===== src/rtl/mem_bus_arbiter.sv =====
// Arbiter sharing one external burst memory port between the I-cache and D-cache refill engines.
// Round-robin on contention, one burst in flight, beat counter tracks completion.
//
// state | meaning
// IDLE  | no transaction; arbitrate between ic_req and dc_req
// REQ   | m_req held with latched fields until m_ack
// RD    | forwarding read beats to the owner
// WR    | streaming D-cache write beats to memory
// WRESP | waiting for the write response
module mem_bus_arbiter #(
  parameter int ADDR_W = 32,
  parameter int DATA_W = 32,
  parameter int LEN_W  = 4
) (
  input  logic              clk,
  input  logic              resetn,
  input  logic              ic_req,
  input  logic [ADDR_W-1:0] ic_addr,
  input  logic [LEN_W-1:0]  ic_len,
  output logic              ic_gnt,
  output logic [DATA_W-1:0] ic_rdata,
  output logic              ic_rvalid,
  output logic              ic_rlast,
  input  logic              dc_req,
  input  logic              dc_wr,
  input  logic [ADDR_W-1:0] dc_addr,
  input  logic [LEN_W-1:0]  dc_len,
  output logic              dc_gnt,
  output logic [DATA_W-1:0] dc_rdata,
  output logic              dc_rvalid,
  output logic              dc_rlast,
  input  logic [DATA_W-1:0] dc_wdata,
  output logic              dc_wready,
  output logic              dc_bdone,
  output logic              m_req,
  output logic              m_wr,
  output logic [ADDR_W-1:0] m_addr,
  output logic [LEN_W-1:0]  m_len,
  input  logic              m_ack,
  input  logic [DATA_W-1:0] m_rdata,
  input  logic              m_rvalid,
  output logic [DATA_W-1:0] m_wdata,
  output logic              m_wvalid,
  input  logic              m_wready,
  input  logic              m_bvalid
);

  typedef enum logic [2:0] {IDLE, REQ, RD, WR, WRESP} state_t;

  state_t              state_q, state_d;
  logic                owner_q, owner_d;      // 1 = D-cache owns the port
  logic                last_dc_q, last_dc_d;  // 1 = last grant went to D-cache
  logic [LEN_W-1:0]    cnt_q, cnt_d;
  logic                m_req_q, m_req_d;
  logic                m_wr_q, m_wr_d;
  logic [ADDR_W-1:0]   m_addr_q, m_addr_d;
  logic [LEN_W-1:0]    m_len_q, m_len_d;

  logic pick_dc;
  logic last_beat;
  logic in_req, in_rd, in_wr;

  // Under contention the requester that did not win last time takes the port.
  assign pick_dc   = dc_req && (!ic_req || !last_dc_q);
  assign last_beat = (cnt_q == m_len_q);
  assign in_req    = (state_q == REQ);
  assign in_rd     = (state_q == RD);
  assign in_wr     = (state_q == WR);

  always_ff @(posedge clk or negedge resetn) begin
    if (!resetn) begin
      state_q   <= IDLE;
      owner_q   <= 1'b0;
      last_dc_q <= 1'b0;
      cnt_q     <= '0;
      m_req_q   <= 1'b0;
      m_wr_q    <= 1'b0;
      m_addr_q  <= '0;
      m_len_q   <= '0;
    end else begin
      state_q   <= state_d;
      owner_q   <= owner_d;
      last_dc_q <= last_dc_d;
      cnt_q     <= cnt_d;
      m_req_q   <= m_req_d;
      m_wr_q    <= m_wr_d;
      m_addr_q  <= m_addr_d;
      m_len_q   <= m_len_d;
    end
  end

  always_comb begin
    state_d   = state_q;
    owner_d   = owner_q;
    last_dc_d = last_dc_q;
    cnt_d     = cnt_q;
    m_req_d   = m_req_q;
    m_wr_d    = m_wr_q;
    m_addr_d  = m_addr_q;
    m_len_d   = m_len_q;
    case (state_q)
      IDLE: begin
        if (ic_req || dc_req) begin
          owner_d   = pick_dc;
          last_dc_d = pick_dc;
          m_req_d   = 1'b1;
          m_wr_d    = pick_dc && dc_wr;
          m_addr_d  = pick_dc ? dc_addr : ic_addr;
          m_len_d   = pick_dc ? dc_len : ic_len;
          state_d   = REQ;
        end
      end
      REQ: begin
        if (m_ack) begin
          m_req_d = 1'b0;
          state_d = m_wr_q ? WR : RD;
        end
      end
      RD: begin
        if (m_rvalid) begin
          if (last_beat) begin
            cnt_d   = '0;
            state_d = IDLE;
          end else begin
            cnt_d = cnt_q + 1'b1;
          end
        end
      end
      WR: begin
        if (m_wready) begin
          if (last_beat) begin
            cnt_d   = '0;
            state_d = WRESP;
          end else begin
            cnt_d = cnt_q + 1'b1;
          end
        end
      end
      WRESP: begin
        if (m_bvalid) state_d = IDLE;
      end
      default: state_d = IDLE;
    endcase
  end

  assign ic_gnt    = in_req && m_ack && !owner_q;
  assign dc_gnt    = in_req && m_ack && owner_q;

  // Read data is gated so every output sits at zero outside the owner's read phase.
  assign ic_rvalid = in_rd && !owner_q && m_rvalid;
  assign dc_rvalid = in_rd && owner_q && m_rvalid;
  assign ic_rdata  = (in_rd && !owner_q) ? m_rdata : '0;
  assign dc_rdata  = (in_rd && owner_q) ? m_rdata : '0;
  assign ic_rlast  = ic_rvalid && last_beat;
  assign dc_rlast  = dc_rvalid && last_beat;

  assign m_wvalid  = in_wr;
  assign m_wdata   = in_wr ? dc_wdata : '0;
  assign dc_wready = in_wr && m_wready;
  assign dc_bdone  = (state_q == WRESP) && m_bvalid;

  assign m_req     = m_req_q;
  assign m_wr      = m_wr_q;
  assign m_addr    = m_addr_q;
  assign m_len     = m_len_q;

endmodule


===== config.mk =====
export PLATFORM = sky130hd
export DESIGN_NAME = mem_bus_arbiter
export DESIGN_NICKNAME = d
export VERILOG_FILES = /design/src/rtl/mem_bus_arbiter.sv
export SDC_FILE = /design/constraint.sdc
export NUM_CORES = 1
export LEC_CHECK = 0
export ABC_AREA = 1
export BUFFER_PORTS_ARGS = -buffer_cell sky130_fd_sc_hd__clkbuf_2
export CAP_MARGIN = 30
export CORE_AREA = 2 2 112 114
export DETAILED_ROUTE_END_ITERATION = 10
export DIE_AREA = 0 0 114 116
export PLACE_DENSITY = 0.56
export SYNTH_ARGS = -nofsm -noshare
export SYNTH_HDL_FRONTEND = slang
export SYNTH_SLANG_ARGS = --single-unit

===== constraint.sdc =====
create_clock -name clk -period 1.7 [get_ports clk]
set_clock_uncertainty 0.1 [all_clocks]
set_input_delay 0.085 -clock clk [delete_from_list [all_inputs] [get_ports clk]]
set_output_delay 0.085 -clock clk [all_outputs]
set_load 0.01 [all_outputs]

==> out/qor.txt, run 1 <==
# Max-Cap Violations: 0
Core area: 11910 µm²
CP required: 1.51 ns
Area of the die: 13220 µm²
Total GRT Usage: 18.17%
Final setup fails: 0
H-tree depth: 2
Syn Inst Count: 471
Area of the multi-input gates: 1478 µm²
Largest net degree at the start of global routing: 47
Worst Setup EP: ic_rdata[4]
First-pass GRT wire length: 19400 µm
GRT overflow: 0
Status: completed
Post-synthesis sequential area ratio: 37.55%
Total Wirelength: 12850 µm
Filler cells: 1159
Synthesized cell area: 3065 µm²
Final Non-Filler Cells: 987
Chip width: 114 µm
Pleak: 3.503 nW
R2R depth: 7
Max FO, Critical Path: 16
Actual slew at the worst max-slew pin: 0.4031 ns
Worst setup EP type: output pin
Dpl cells: 892
Inserted Diodes: 0
TritonCTS Buffers: 5
DRC viols: 0
Crit. Startpoint: state_q[2]
Reg-to-reg critical path startpoint: state_q[2]
Antenna Nets Post-Route: 0
Initial antenna violation count: 0
Syn Nets: 617
FP Rows: 40
Synth area leader: dfrtp_1
Unrepaired setup endpoints after global routing: true
DR vias: 4268
Routed length per instance: 13.02 µm
Placed cell area: 4641 µm²
Sequential cell area: 1155 µm²
Critical path startpoint category: flop
Crit path time final: 1.681 ns
Setup slack after layout: 0.01875 ns
Critical path arrival: 1.50 ns
Fin Hold WS: 0.01547 ns
Worst slew margin: 73.03%
Skew-Pair Late Insertion Delay: 0.28 ns
Syn Area/Cell: 6.508 µm²
Critical R2R Capture: m_addr[11]
Clk buf depth: 2
Period utilization: 98.90%
Share of layout cells above drive strength 1: 44.17%
Clock sinks: 46
Setup WS pre-CTS: 0.1560 ns
Total Nets Final: 985
R2R Setup Slk: 0.10 ns
Power density over the cells: 1298 nW/µm²
CTS tree: yes
Peak Freq: 0.5948 GHz
Drt pass-1 iters: 4
Synthesis warning total: 0
Worst hold path class: in -> reg
Port Buffer Count: 287
CP Class: reg -> out
Synthesized flop and latch total: 46
Number of global-route vias before repair: 4050
Clock slew at reported path FFs: 0.07 ns
I/O pin cnt: 288
Placer Congestion: 0.7753
Final hold viol count: 0
Die H: 116 µm
Initial DRC count: 189
Synth cell types: 24
Worst vdd ir: 812.9 µV
Slew Viols, Final: 0
Clock root cell: clkbuf_16
Drt via density: 4.324
Area grow syn2layout: 89.02%
Initial Utilization: 25.74%
Final instance area: 5794 µm²
Top-area cell type share of the netlist area: 37.55%
Post-DP HPWL: 9157 µm
Area contributors post-synth: dfrtp_1, nor2_1, inv_1
[worst min path at each step]
stage	startpoint	end	cells after the start
global placement	resetn	m_addr[12]	2
detailed placement	resetn	m_addr[15]	2
CTS	ic_addr[17]	m_addr[17]	3
global route	m_bvalid	state_q[2]	4
floorplan	resetn	cnt_q[0]	0
finish	ic_addr[17]	m_addr[17]	3
[registers in the layout, indices dropped and copies added, names as in the netlist]
name,count
state_q,3
m_req,1
m_len,4
cnt_q,4
last_dc_q,1
m_wr,1
m_addr,32
[metrics by stage]
stage | TNS (ns) | power (mW) | util (%)
floorplan | 0 | 4.420 | -
global placement | 0 | 5.831 | 38.96
detailed placement | 0 | 5.855 | 38.96
CTS | 0 | 7.240 | 46.72
global route | -3.147 | 8.132 | 48.64
finish | 0 | 7.519 | 48.64
[what timing repair did]
item / CTS / global route
buffers inserted: 3 / 11
hold buffers: 71 / 0
endpoints found under the setup margin: 99 / 96
pin swaps: 0 / 4
endpoints found under the hold margin: 83 / 0
gates resized for setup: 6 / 109
cloned: 0 / 2
[cells in the mapped netlist, drive strengths merged]
| cell type | count |
|---|---|
| o21ai | 74 |
| o22ai | 4 |
| xor2 | 2 |
| clkbuf | 3 |
| a21oi | 1 |
| nor4 | 1 |
| dfrtp | 46 |
| inv | 87 |
| nor3 | 3 |
| nand2 | 73 |
| nor2 | 146 |
| buf | 21 |
| ha | 1 |
| nand3 | 9 |
[report_power, final]
group | switching, mW | internal [mW] | leakage (nW)
combinational | 2.47 | 1.85 | 2.86
clock | 0.452 | 0.704 | 0.0819
sequential | 0.396 | 1.65 | 0.559
[critical path: stages (launching register included)]
cell and delay (ns):
dfrtp_1 0.40, inv_2 0.09, nand2_4 0.05, nor2_4 0.15, nand2_4 0.11, buf_12 0.17, nor2_2 0.09, buf_2 0.14
[cell type report]
| type | instances | share of cell area [%] |
|---|---|---|
| Clock buffer | 5 | 2.159 |
| Clock inverter | 3 | 0.8422 |
| Inverter | 87 | 5.679 |
| Multi-Input combinational cell | 314 | 25.50 |
| Sequential cell | 46 | 19.93 |
| Tap cell | 147 | 3.174 |
| Timing Repair Buffer | 385 | 42.71 |
[per-layer routing]
| layer | vias to the layer above | global-route usage [%] | share of wire [%] |
|---|---|---|---|
| met2 | 215 | 32.58 | 50 |
| li1 | 2146 | - | - |
| met3 | 23 | 4.603 | 8.3 |
| met4 | 0 | 6.098 | 2.3 |
| met1 | 1884 | 21.20 | 39 |
| met5 | - | 0 | 0 |
[cell families after synthesis]
logic type                 count (synthesis)  synth area share [%]
buffers and inverters                    111                 17.76
xor gates and xnor gates                   2                0.5715
adders and majority gates                  1                0.4081
DFF                                       46                 37.55
and+or+nand+nor                          232                 30.65
AOI/OAI and AO/OA                         79                 13.06
[cells in the final DEF, fill, tap and decap left out, drive strengths merged, types with 3 or more instances in the layout]
cell,count
o21ai,74
nand2,73
nor3,3
o22ai,4
dfrtp,46
clkbuf,223
nand3,9
inv,88
dlygate4sd3,71
nor2,146
buf,96
Power figures use the tool's default switching activity.
==> run 2, diff against run 1 <==
- ABC_CLOCK_PERIOD_IN_PS: unset -> 1700
- RECOVER_POWER: unset -> 50
==> run 2 against run 1 <==
Effect of this change: sequential cell count unchanged; sequential power about the same; worst hold slack worse by 0.0023 ns; core utilization down 0.33 points; routed wire length about the same; global-route usage unchanged; critical path depth unchanged; cell area down 0.67%; first-iteration DRC count up 9.5%; register-to-register slack about the same; total power down 0.93%; clock-buffer cell count unchanged; critical endpoint unchanged; largest cell class unchanged.
==> out/qor.txt, run 2 (synthesis gave the netlist of run 1 again) <==
Dpl cells: 892 (unchanged)
Actual slew at the worst max-slew pin: 1.064 ns (+0.6606 ns)
H-tree depth: 2 (unchanged)
Crit. Startpoint: state_q[2]
Post-DP HPWL: 9157 µm (unchanged)
Reg-to-reg critical path startpoint: state_q[2]
Drt via density: 4.333 (+0.21%)
Switching Power: 3.307 mW (-0.24%)
TritonCTS Buffers: 5 (unchanged)
Largest net degree at the start of global routing: 47 (unchanged)
Area of the die: 13220 µm² (unchanged)
Critical path startpoint category: flop
Initial antenna violation count: 0 (unchanged)
Most frequent cells in the layout: clkbuf_2, nor2_1, inv_1, dlygate4sd3_1, buf_2
Die H: 116 µm (unchanged)
DR vias: 4277 (+0.21%)
Chip width: 114 µm (unchanged)
Slew Viols, Final: 0 (unchanged)
Hold wc startpoint: ic_addr[17]
GRT overflow: 0 (unchanged)
Final hold viol count: 0 (unchanged)
Total Wirelength: 12850 µm (about the same)
Status: completed
Sequential cell area: 1155 µm² (unchanged)
Clk buf depth: 2 (unchanged)
Filler cells: 1171 (+1.0%)
# Max-Cap Violations: 0 (unchanged)
Setup TNS: 0 ns (unchanged)
Peak Freq: 0.5946 GHz (about the same)
Int Power: 4.142 mW (-1.5%)
Port Buffer Count: 287 (unchanged)
Clock slew at reported path FFs: 0.07 ns (about the same)
Switching Share: 44.40% (+0.31 points)
Clock power frac: 15.5% (about the same)
Max FFs per register: 32 (unchanged)
DRC viols: 0 (unchanged)
Placer Congestion: 0.7753 (unchanged)
CTS tree: yes
Final Non-Filler Cells: 987 (unchanged)
Period utilization: 98.94% (about the same)
Worst vdd ir: 758.3 µV (-6.7%)
Antenna Nets Post-Route: 0 (unchanged)
Crit path time final: 1.682 ns (+0.0006683 ns)
Initial DRC count: 207 (+9.5%)
Worst setup EP type: output pin
Area of the multi-input gates: 1478 µm² (unchanged)
Worst hold path class: in -> reg
Inserted Diodes: 0 (unchanged)
FP Rows: 40 (unchanged)
Clock sinks: 46 (unchanged)
Combinational Power Share: 57.1% (-0.3 points)
Total GRT Usage: 18.17% (unchanged)
Max FO, Critical Path: 16 (unchanged)
First-pass GRT wire length: 19400 µm (unchanged)
I/O pin cnt: 288 (unchanged)
Share of layout cells above drive strength 1: 41.90% (-2.3 points)
Sequential share of power: 27.4% (+0.2 points)
Design Power: 7.449 mW (-0.93%)
Area grow syn2layout: 87.76%
Routed length per instance: 13.01 µm (about the same)
Skew-Pair Late Insertion Delay: 0.28 ns (about the same)
CP required: 1.51 ns (about the same)
CP Class: reg -> out
Drt pass-1 iters: 4 (unchanged)
Clock root cell: clkbuf_16
Final setup fails: 0 (unchanged)
Total Nets Final: 985 (unchanged)
Critical path arrival: 1.50 ns (about the same)
Power density over the cells: 1294 nW/µm² (-0.26%)
Most common cell after layout, fill and taps aside: clkbuf_2
Initial Utilization: 25.74% (unchanged)
Pleak: 3.440 nW (-1.8%)
Unrepaired setup endpoints after global routing: true
Core area: 11910 µm² (unchanged)
Worst slew margin: 29.09% (-44 points)
Number of global-route vias before repair: 4050 (unchanged)
-- run 2: through the flow --
step / hold slack (ns) / util (%) / worst slack [ns] / area (µm²)
final: 0.01321 / 48.32 / 0.01809 / 5756
after global routing: 0.03096 / 48.32 / -0.08143 / 5756
after CTS: 0.001826 / 46.72 / 0.008809 / 5565
after detailed placement: -0.002814 / 38.96 / 0.1560 / 4641
after global placement: -0.004835 / 38.96 / 0.2059 / 4641
after floorplan: -0.3106 / - / 0.3247 / 3065
-- run 2: power groups by stage --
stage          Clock [mW]  Sequential (mW)  Combinational [mW]
6_report             1.15             2.04                4.25
5_1_grt              1.24             2.10                4.73
4_1_cts              1.20             2.04                4.00
3_5_place_dp            0             2.03                3.83
3_3_place_gp            0             2.07                3.76
2_1_floorplan           0             2.18                2.24
-- run 2: repair_timing --
action / 4_1_cts / 5_1_grt
setup buffers: 3 / 11
hold endpoints to repair: 83 / 0
cloned: 0 / 2
endpoints found under the setup margin: 99 / 96
gates resized for setup: 6 / 109
pin swaps: 0 / 4
hold buffers: 71 / 0
-- run 2: path summary, 6_finish.rpt --
| check | endpoint | slack, ns | cells after the start |
|---|---|---|---|
| setup / recovery | ic_rdata[4] | 0.02 | 7 |
| max in group asynchronous | state_q[1] | 0.22 | 3 |
| setup reg to reg | m_addr[11] | 0.10 | 7 |
| hold / removal | m_addr[17] | 0.01 | 3 |
| min in group asynchronous | m_addr[15] | 0.55 | 3 |
| hold reg to reg | m_req | 0.39 | 2 |
-- run 2: worst max-delay path, cell delays in order, from the launching register on --
cell	delay, ns
dfrtp_1	0.40
inv_2	0.09
nand2_4	0.05
nor2_4	0.15
nand2_4	0.11
buf_12	0.17
nor2_2	0.09
buf_2	0.14
-- run 2: per-layer routing --
metal,wire (µm),track usage [%],share of wire (%)
met3,1111,4.603,8.6
met4,283,6.098,2.2
met1,4972,21.20,39
met5,0,0,0
met2,6477,32.58,50
-- run 2: layout make-up --
| cell class | count | share of cell area (%) |
|---|---|---|
| Inverter | 87 | 5.717 |
| Clock buffer | 5 | 2.174 |
| Tap cell | 147 | 3.196 |
| Sequential cell | 46 | 20.07 |
| Multi-Input combinational cell | 314 | 25.67 |
| Timing Repair Buffer | 385 | 42.33 |
| Clock inverter | 3 | 0.8478 |
==> run 3, diff against run 2 <==
- PLACE_DENSITY: 0.56 -> unset
==> run 3 against run 2 <==
Effect of this change: fmax is 0.95% lower; routed wire length rose by 1.8%; via count down 1.1%; non-clock buffer count shrank 6; core utilization hardly changed; critical endpoint is now dc_rdata[15].
==> out/qor.txt, run 3 (synthesis gave the netlist of run 1 again) <==
Top Metal Used: met4
Final setup fails: 0 (unchanged)
Routed length per instance: 13.33 µm (+2.4%)
Critical path arrival: 1.51 ns (about the same)
Peak Freq: 0.5889 GHz (-0.95%)
Max FO, Critical Path: 8 (-8)
Worst hold path class: in -> reg
# Max-Cap Violations: 0 (unchanged)
TritonCTS Buffers: 5 (unchanged)
Largest delay share family, worst path: buffers and inverters
Initial Utilization: 25.74% (unchanged)
Slew Viols, Final: 0 (unchanged)
CP required: 1.51 ns (about the same)
Cell mode on critical path: nand2_4
Core area: 11910 µm² (unchanged)
CP Class: reg -> out
Initial DRC count: 175 (-15%)
Share of layout cells above drive strength 1: 40.41% (-1.5 points)
FP Rows: 40 (unchanged)
Total Wirelength: 13070 µm (+1.8%)
M1 wire length: 4681 µm (-5.9%)
Number of global-route vias before repair: 3926 (-3.1%)
I/O pin cnt: 288 (unchanged)
Clock slew at reported path FFs: 0.07 ns (about the same)
Worst setup EP type: output pin
Clock root cell: clkbuf_16
Sequential cell area: 1156 µm² (+0.11%)
Max FFs per register: 32 (unchanged)
Unrepaired setup endpoints after global routing: true
Initial antenna violation count: 0 (unchanged)
Worst vdd ir: 611.8 µV (-19%)
Skew-Pair Late Insertion Delay: 0.28 ns (about the same)
Area grow syn2layout: 87.67% (about the same)
Post-DP HPWL: 9030 µm (-1.4%)
Crit. Startpoint: state_q[2]
Cells along the critical path: inv_2 -> nand2_4 -> nor2_4 -> nand2_4 -> clkbuf_16 -> nor2_2 -> buf_2
DR WL met3: 890 µm (-20%)
Final hold viol count: 0 (unchanged)
GRT overflow: 0 (unchanged)
Critical path startpoint category: flop
First-pass GRT wire length: 18740 µm (-3.4%)
Placed cell area: 4576 µm² (-1.4%)
Largest net degree at the start of global routing: 34 (-28%)
DR vias: 4229 (-1.1%)
Most common cell after layout, fill and taps aside: clkbuf_2
R2R depth: 7 (unchanged)
DRC viols: 0 (unchanged)
Clk buf depth: 2 (unchanged)
Drt via density: 4.311 (-0.52%)
Critical-path top delay cell: dfrtp_2
Chip width: 114 µm (unchanged)
Worst Setup EP: dc_rdata[15]
CTS tree: yes
Drt pass-1 iters: 4 (unchanged)
Die H: 116 µm (unchanged)
Placer Congestion: 0.8108 (+4.6%)
Reg-to-reg critical path startpoint: state_q[2]
Critical R2R Capture: m_addr[26]
Period utilization: 99.89% (+0.95 points)
Inserted Diodes: 0 (unchanged)
Area of the multi-input gates: 1535 µm² (+3.9%)
Worst slew margin: 31.47% (+2.4 points)
R2R Setup Slk: 0.12 ns (+0.02 ns)
Crit path time final: 1.698 ns (+0.01617 ns)
Antenna Nets Post-Route: 0 (unchanged)
Most frequent cells in the layout: clkbuf_2, nor2_1, inv_1, dlygate4sd3_1, nand2_1
Final instance area: 5753 µm² (about the same)
Power density over the cells: 1256 nW/µm² (-2.9%)
Total Nets Final: 979 (-0.61%)
Fin util: 48.30% (about the same)
Actual slew at the worst max-slew pin: 1.028 ns (-0.03571 ns)
Met2 wire length: 7262 µm (+12%)
Filler cells: 1162 (-0.77%)
Clock sinks: 46 (unchanged)
Slowest stage delay, CP: 0.42 ns (+0.02 ns)
Port Buffer Count: 287 (unchanged)
Pleak: 3.362 nW (-2.2%)
Area of the die: 13220 µm² (unchanged)
H-tree depth: 2 (unchanged)
WP buf/inv: 3 (unchanged)
WP depth: 7 (unchanged)
Status: completed
Total GRT Usage: 17.81% (-0.36 points)
[run 3: tightest hold or removal path: cells and delay by family]
| kind | cells | cell delay (ns) |
|---|---|---|
| AO/OA/AOI/OAI | 2 | 0.18 |
| buffers and inverters | 1 | 0.08 |
[run 3: what timing repair did]
action                                 CTS  global route
endpoints found under the hold margin   54             0
resized for setup                       14           128
hold buffers                            67             0
gates cloned                             0             4
setup endpoints to repair              100           107
pin swaps                                2             6
setup buffers                            3             9
[run 3: how the worst min path moves through the flow]
| stage | from | end | slack [ns] | cells past startpoint |
|---|---|---|---|---|
| global route | ic_addr[29] | m_addr[29] | 0.005 | 3 |
| floorplan | resetn | cnt_q[0] | -0.31 | 0 |
| detailed placement | resetn | m_addr[13] | -0.03 | 1 |
| global placement | resetn | m_addr[13] | -0.03 | 1 |
| CTS | ic_addr[17] | m_addr[17] | 0.002 | 3 |
| finish | ic_addr[17] | m_addr[17] | 0.008 | 3 |
[run 3: layout make-up]
type	count	share of cell area [%]
clock buffer	6	2.240
clock inverter	2	0.2392
inverter	87	5.807
multi-input combinational	314	26.69
sequential	46	20.10
tap	147	3.197
timing repair buffer	379	41.74
[run 3: per-stage QoR]
step | setup WS [ns] | setup TNS (ns) | power, mW | hold slack (ns) | instances
global route | -0.1135 | -3.352 | 7.840 | 0.005460 | 981
global placement | 0.1487 | 0 | 5.690 | -0.03187 | 890
floorplan | 0.3247 | 0 | 4.420 | -0.3106 | 471
detailed placement | 0.1078 | 0 | 5.713 | -0.03154 | 890
CTS | -0.03566 | -0.06288 | 6.937 | 0.002026 | 968
finish | 0.001915 | 0 | 7.227 | 0.008073 | 981
[run 3: where the power goes]
group / switching (mW) / total [mW] / internal, mW
clock network: 0.417 / 0.963 / 0.546
logic: 2.48 / 4.23 / 1.74
registers: 0.390 / 2.04 / 1.65
total: 3.29 / 7.23 / 3.94
[run 3: routing by layer]
metal  GRT usage (%)  up-vias
met5               0        -
met3           4.184       18
met4           4.878        0
li1                -     2131
met2           36.67      195
met1           17.57     1885
